File: src/rtl/pulse_width_decoder.sv
// Synchronizes a stretched pulse, measures its high time and flags short pulses and stuck lines.
// Optional PULSE_WIDTH_DECODER_LEAD_EN adds pulseLead, a strobe when a pulse first reaches the minimum width.
module pulse_width_decoder #(
    parameter int CLK_FREQUENCY = 100000000,
    parameter int MIN_WIDTH_US  = 10,
    parameter int MAX_WIDTH_MS  = 150,
    parameter int SYNC_STAGES   = 2,
    localparam int MIN_CYCLES   = $rtoi(CLK_FREQUENCY / 1.0e6 * MIN_WIDTH_US),
    localparam int MAX_CYCLES   = $rtoi(CLK_FREQUENCY / 1.0e3 * MAX_WIDTH_MS),
    localparam int CW           = $clog2(MAX_CYCLES + 1)
) (
    input  logic          clk,
    input  logic          rst_n,
    input  logic          pulseIn,
    output logic          pulseDetect,
    output logic [CW-1:0] pulseWidth,
    output logic          glitch,
    output logic          stuckHigh,
`ifdef PULSE_WIDTH_DECODER_LEAD_EN
    output logic          pulseLead,
`endif
    output logic          busy
);

    typedef enum logic [1:0] {IDLE, MEASURE, STUCK} state_t;

    state_t               state, stateNext;
    logic [SYNC_STAGES-1:0] syncChain;
    logic                 s;
    logic [CW-1:0]        counter, counterNext, widthNext;
    logic                 detectNext, glitchNext, stuckNext;

    always_ff @(posedge clk or negedge rst_n) begin
        if (!rst_n) begin
            syncChain <= '0;
        end else begin
            syncChain <= {syncChain[SYNC_STAGES-2:0], pulseIn};
        end
    end

    assign s    = syncChain[SYNC_STAGES-1];
    assign busy = (state == MEASURE);

    always_ff @(posedge clk or negedge rst_n) begin
        if (!rst_n) begin
            state       <= IDLE;
            counter     <= '0;
            pulseDetect <= 1'b0;
            pulseWidth  <= '0;
            glitch      <= 1'b0;
            stuckHigh   <= 1'b0;
        end else begin
            state       <= stateNext;
            counter     <= counterNext;
            pulseDetect <= detectNext;
            pulseWidth  <= widthNext;
            glitch      <= glitchNext;
            stuckHigh   <= stuckNext;
        end
    end

    always_comb begin
        stateNext   = state;
        counterNext = counter;
        widthNext   = pulseWidth;
        detectNext  = 1'b0;
        glitchNext  = 1'b0;
        stuckNext   = stuckHigh;
        case (state)
            IDLE: begin
                if (s) begin
                    stateNext   = MEASURE;
                    counterNext = CW'(1);
                end
            end
            MEASURE: begin
                if (s) begin
                    // Saturate at MAX_CYCLES and park in STUCK until the line releases.
                    if (counter == CW'(MAX_CYCLES - 1)) begin
                        counterNext = CW'(MAX_CYCLES);
                        stuckNext   = 1'b1;
                        stateNext   = STUCK;
                    end else begin
                        counterNext = counter + CW'(1);
                    end
                end else begin
                    if (counter >= CW'(MIN_CYCLES)) begin
                        detectNext = 1'b1;
                        widthNext  = counter;
                    end else begin
                        glitchNext = 1'b1;
                    end
                    stateNext = IDLE;
                end
            end
            STUCK: begin
                if (!s) begin
                    stuckNext = 1'b0;
                    stateNext = IDLE;
                end
            end
            default: stateNext = IDLE;
        endcase
    end

`ifdef PULSE_WIDTH_DECODER_LEAD_EN
    logic leadNext;

    // Fires on the cycle the count first reaches MIN_CYCLES; with MIN_CYCLES==1 that is the capture from IDLE.
    assign leadNext = s && (((state == IDLE) && (MIN_CYCLES == 1)) ||
                            ((state == MEASURE) && (counter == CW'(MIN_CYCLES - 1))));

    always_ff @(posedge clk or negedge rst_n) begin
        if (!rst_n) begin
            pulseLead <= 1'b0;
        end else begin
            pulseLead <= leadNext;
        end
    end
`endif

endmodule

File: config.mk
export PLATFORM = sky130hd
export DESIGN_NAME = pulse_width_decoder
export DESIGN_NICKNAME = d
export VERILOG_FILES = /design/src/rtl/pulse_width_decoder.sv
export SDC_FILE = /design/constraint.sdc
export NUM_CORES = 1
export LEC_CHECK = 0
export BUFFER_PORTS_ARGS = -buffer_cell sky130_fd_sc_hd__buf_2
export CAP_MARGIN = 20
export CORE_MARGIN = 4
export CORE_UTILIZATION = 55
export CTS_BUF_LIST = sky130_fd_sc_hd__clkbuf_8
export DETAILED_ROUTE_END_ITERATION = 10
export PLACE_DENSITY = 0.78
export SYNTH_ARGS = -nofsm -noshare
export SYNTH_HDL_FRONTEND = slang
export SYNTH_SLANG_ARGS = --single-unit
export TNS_END_PERCENT = 30
File: constraint.sdc
create_clock -name clk -period 2.7 [get_ports clk]
set_input_delay 0.54 -clock clk [delete_from_list [all_inputs] [get_ports clk]]
set_output_delay 0.54 -clock clk [all_outputs]
set_load 0.01 [all_outputs]
==> impl_metrics.py <==
metrics = {
    "cells_and_area": {
        "fin_nets": 288,
        "n_antenna_cell": 0,
        "drive_gt1_share_pct": 26.06,
        "final_design_area_no_fill_um2": 3037,
        "final_cells": 351,
        "area_delta_synth_final_pct": 10.42,
        "fill_cells": 395,
    },
    "power_and_ir_drop": {
        "powerDensity_nw_per_um2": 467.6,
        "p_seq_share_pct": 60.8,
        "ir_drop_mv": 0.3052,
        "pwr-share-comb_pct": 5.7,
        "p_int_mw": 1.093,
        "sw_frac_of_total_pct": 23.05,
        "p_sw_uw": 327.3,
        "p_leak_nw": 1.548,
        "pwr-share-clk_pct": 33.5,
    },
    "timing": {
        "rsz0062_at_grt": "no",
        "finalCriticalPeriod_ps": 2265,
        "tightest_slew_ps": 656.5,
        "finClkSkew_ps": 8.331,
        "hold_violations": 0,
        "fin_crit_sh_pct": 83.90,
        "fmax_mhz": 441.5,
        "drv_slew": 0,
        "tns_ps": 0,
        "hold_ws_ps": 342.8,
        "setup_viol": 0,
        "timing.slew.headroom_pct": 55.83,
    },
    "worst_setup_path": {
        "crit_start": "counter[16]",
        "cp_slowest_cell": "dfrtp_1",
        "worstPathMaxFanout": 10,
        "crit_type": "flip-flop to flip-flop",
        "reg2reg_from": "counter[16]",
        "critPathCapture": "pulseWidth[12]",
        "rrSetupSlack_ps": 430,
        "worst_r2r_endpoint": "pulseWidth[12]",
        "cp-end-kind": "flip-flop",
        "cp_data_arrival_time_ps": 2460,
        "slowest_delay_ps": 480,
        "startpoint_type": "flip-flop",
        "worst-r2r-cell-count": 6,
        "cp_cell_sequence": "nor4_1 > nand4_1 > a21oi_1 > or3_1 > buf_4 > mux2_2",
        "worstPathRequired_ps": 2890,
    },
    "logic_synthesis": {
        "yosysMostFrequentCell": "dfrtp_1",
        "synth_top_cell_by_area": "dfrtp_1",
        "ys_seq_area_share_pct": 50.05,
        "synth_top_area_share_pct": 50.05,
        "mappedNetlistArea_um2": 2750,
        "synth_fp_nets": 258,
        "synthArstFlopShare_pct": 100.0,
        "syn-instance-count": 253,
        "synthFlopType": "dfrtp_1",
        "synthTopCellsByCount": "dfrtp_1, nand2_1, mux2_4",
        "ys_top_cells_by_area": "dfrtp_1, mux2_4, nand2_1, o21ai_0, nand3_1",
        "ys_warn_count": 0,
        "synth_edf_count": 0,
        "ys_seq_elements": 55,
        "synth_area_per_cell_um2": 10.87,
        "synth_cell_types": 46,
    },
    "detailed_routing": {
        "wirelength_mm": 5.829,
        "routed_via_density": 5.889,
        "drc": 0,
        "drtIter0Drc": 187,
        "num_vias": 2067,
        "ant_nets": 0,
        "post_drt_wl_per_cell_um": 16.61,
        "dr.pass1.iters": 5,
    },
    "clocking": {
        "cts_inserted_buffers": 5,
        "clk_pin_slew_ps": 90,
        "cts_resized": 0,
        "clock_latency_ps": 300,
        "cts_max_path_buffers": 2,
        "post-cts-setup-buffers": 0,
        "cts_sinks": 55,
        "root_buffer": "clkbuf_8",
        "htree_levels": 2,
        "hold_buffers": 0,
        "cts_tree": "built",
    },
    "floorplanning": {
        "start_util_pct": 57.46,
        "die_area_um2": 6195,
        "placementRows": 25,
        "io_pins": 31,
        "design.core.area_um2": 4786,
        "die_w_um": 78.71,
        "die_h_um": 78.71,
    },
    "placed_design": {
        "post_dp_cell_area_um2": 2937,
        "dp_cells": 343,
        "gp_congestion": 0.8721,
        "hpwl_mm": 3.957,
        "io_buffers": 30,
    },
    "global_routing": {
        "antenna_found_initial": 0,
        "track_usage_pct": 20.08,
        "grt_pass1_vias": 1942,
        "overflow": 0,
        "grt_max_degree": 56,
        "grt_pass1_wl_mm": 9.818,
    },
    "outcome": {
        "status": "finished clean",
    },
    "hold_path": {
        "holdCritPathClass": "input port to async pin",
    },
    "flow_run": {
        "maxCapViolCount": 0,
    },
}
-- sequential cells by signal, indices dropped and copies added (netlist names) --
name and cells:
state 2, pulseDetect 1, glitch 1, stuckHigh 1, pulseWidth 24, syncChain 2
counter 24
-- routing by layer --
metal  global-route usage (%)  vias up  share of wire (%)
met5                        0        -                  0
met4                    6.643        0                1.4
met3                    3.401       10                5.5
met2                    31.32       71                 45
met1                    28.59      998                 48
li1                         -      988                  -
-- power groups by stage --
stage               sequential [mW]  clock, mW  combinational, mW
finish                        0.863      0.476             0.0811
global route                  0.868      0.523             0.0923
CTS                           0.863      0.492             0.0820
detailed placement            0.880          0             0.0817
global placement              0.879          0             0.0793
floorplan                     0.865          0             0.0568
-- placed cells by master (no fill, tap or decap), drive strengths merged --
master	count
nand4	13
nor2	9
buf	37
nor4	4
or4	1
nand2b	3
and2	2
a32o	1
dfrtp	55
o21a	1
nand3	17
clkbuf	7
o32ai	1
nor3b	1
inv	8
o41ai	1
o211ai	4
and4b	1
ha	2
or3	3
mux2	24
o22ai	2
mux2i	1
and4	4
nand2	29
nor3	4
o31ai	4
a21oi	10
and3	7
a31oi	4
o21ai	18
nor2b	1
o311ai	3
nand4b	2
-- layout make-up --
cell class                      instances  area, µm²  share of cell area, %
Sequential cell                        55       1376                  45.32
Multi-Input combinational cell        177       1247                  41.08
Timing Repair Buffer                   37      202.7                  6.675
Clock buffer                            7      96.34                  3.173
Tap cell                               67      83.83                  2.761
Inverter                                7      26.28                 0.8653
Clock inverter                          1      3.754                 0.1236
-- stage by stage --
step | util (%) | power [mW] | worst slack [ps]
6_report | 63.45 | 1.420 | 434.8
3_5_place_dp | 61.36 | 0.9613 | 440.9
2_1_floorplan | - | 0.9216 | 886.0
5_1_grt | 63.45 | 1.483 | 316.1
4_1_cts | 63.45 | 1.437 | 412.9
3_3_place_gp | 61.36 | 0.9581 | 489.1
-- worst min path at each step --
stage                          endpoint  slack, ps  cells past startpoint
after floorplan              counter[0]        240                      0
after global placement     syncChain[1]        330                      0
after detailed placement   syncChain[1]        350                      0
after CTS                  syncChain[0]        340                      1
after global routing       syncChain[0]        340                      1
final                     pulseWidth[9]        340                      2
-- critical path, delay by kind of cell, from the launching register on --
| family | cells | cell delay, ps |
|---|---|---|
| DFF | 1 | 480 |
| and+or+nand+nor | 3 | 870 |
| buffers and inverters | 1 | 280 |
| AOI/OAI and AO/OA | 1 | 160 |
| muxes | 1 | 350 |
-- kinds of logic after synthesis --
logic type	after synthesis	synth area share, %
multiplexers	25	12.78
flip-flops	55	50.05
buffers and inverters	21	4.595
AO/OA/AOI/OAI	49	10.87
AND/OR/NAND/NOR	101	20.79
adder cells (fa/ha/maj)	2	0.9098
Power figures use the tool's default switching activity.
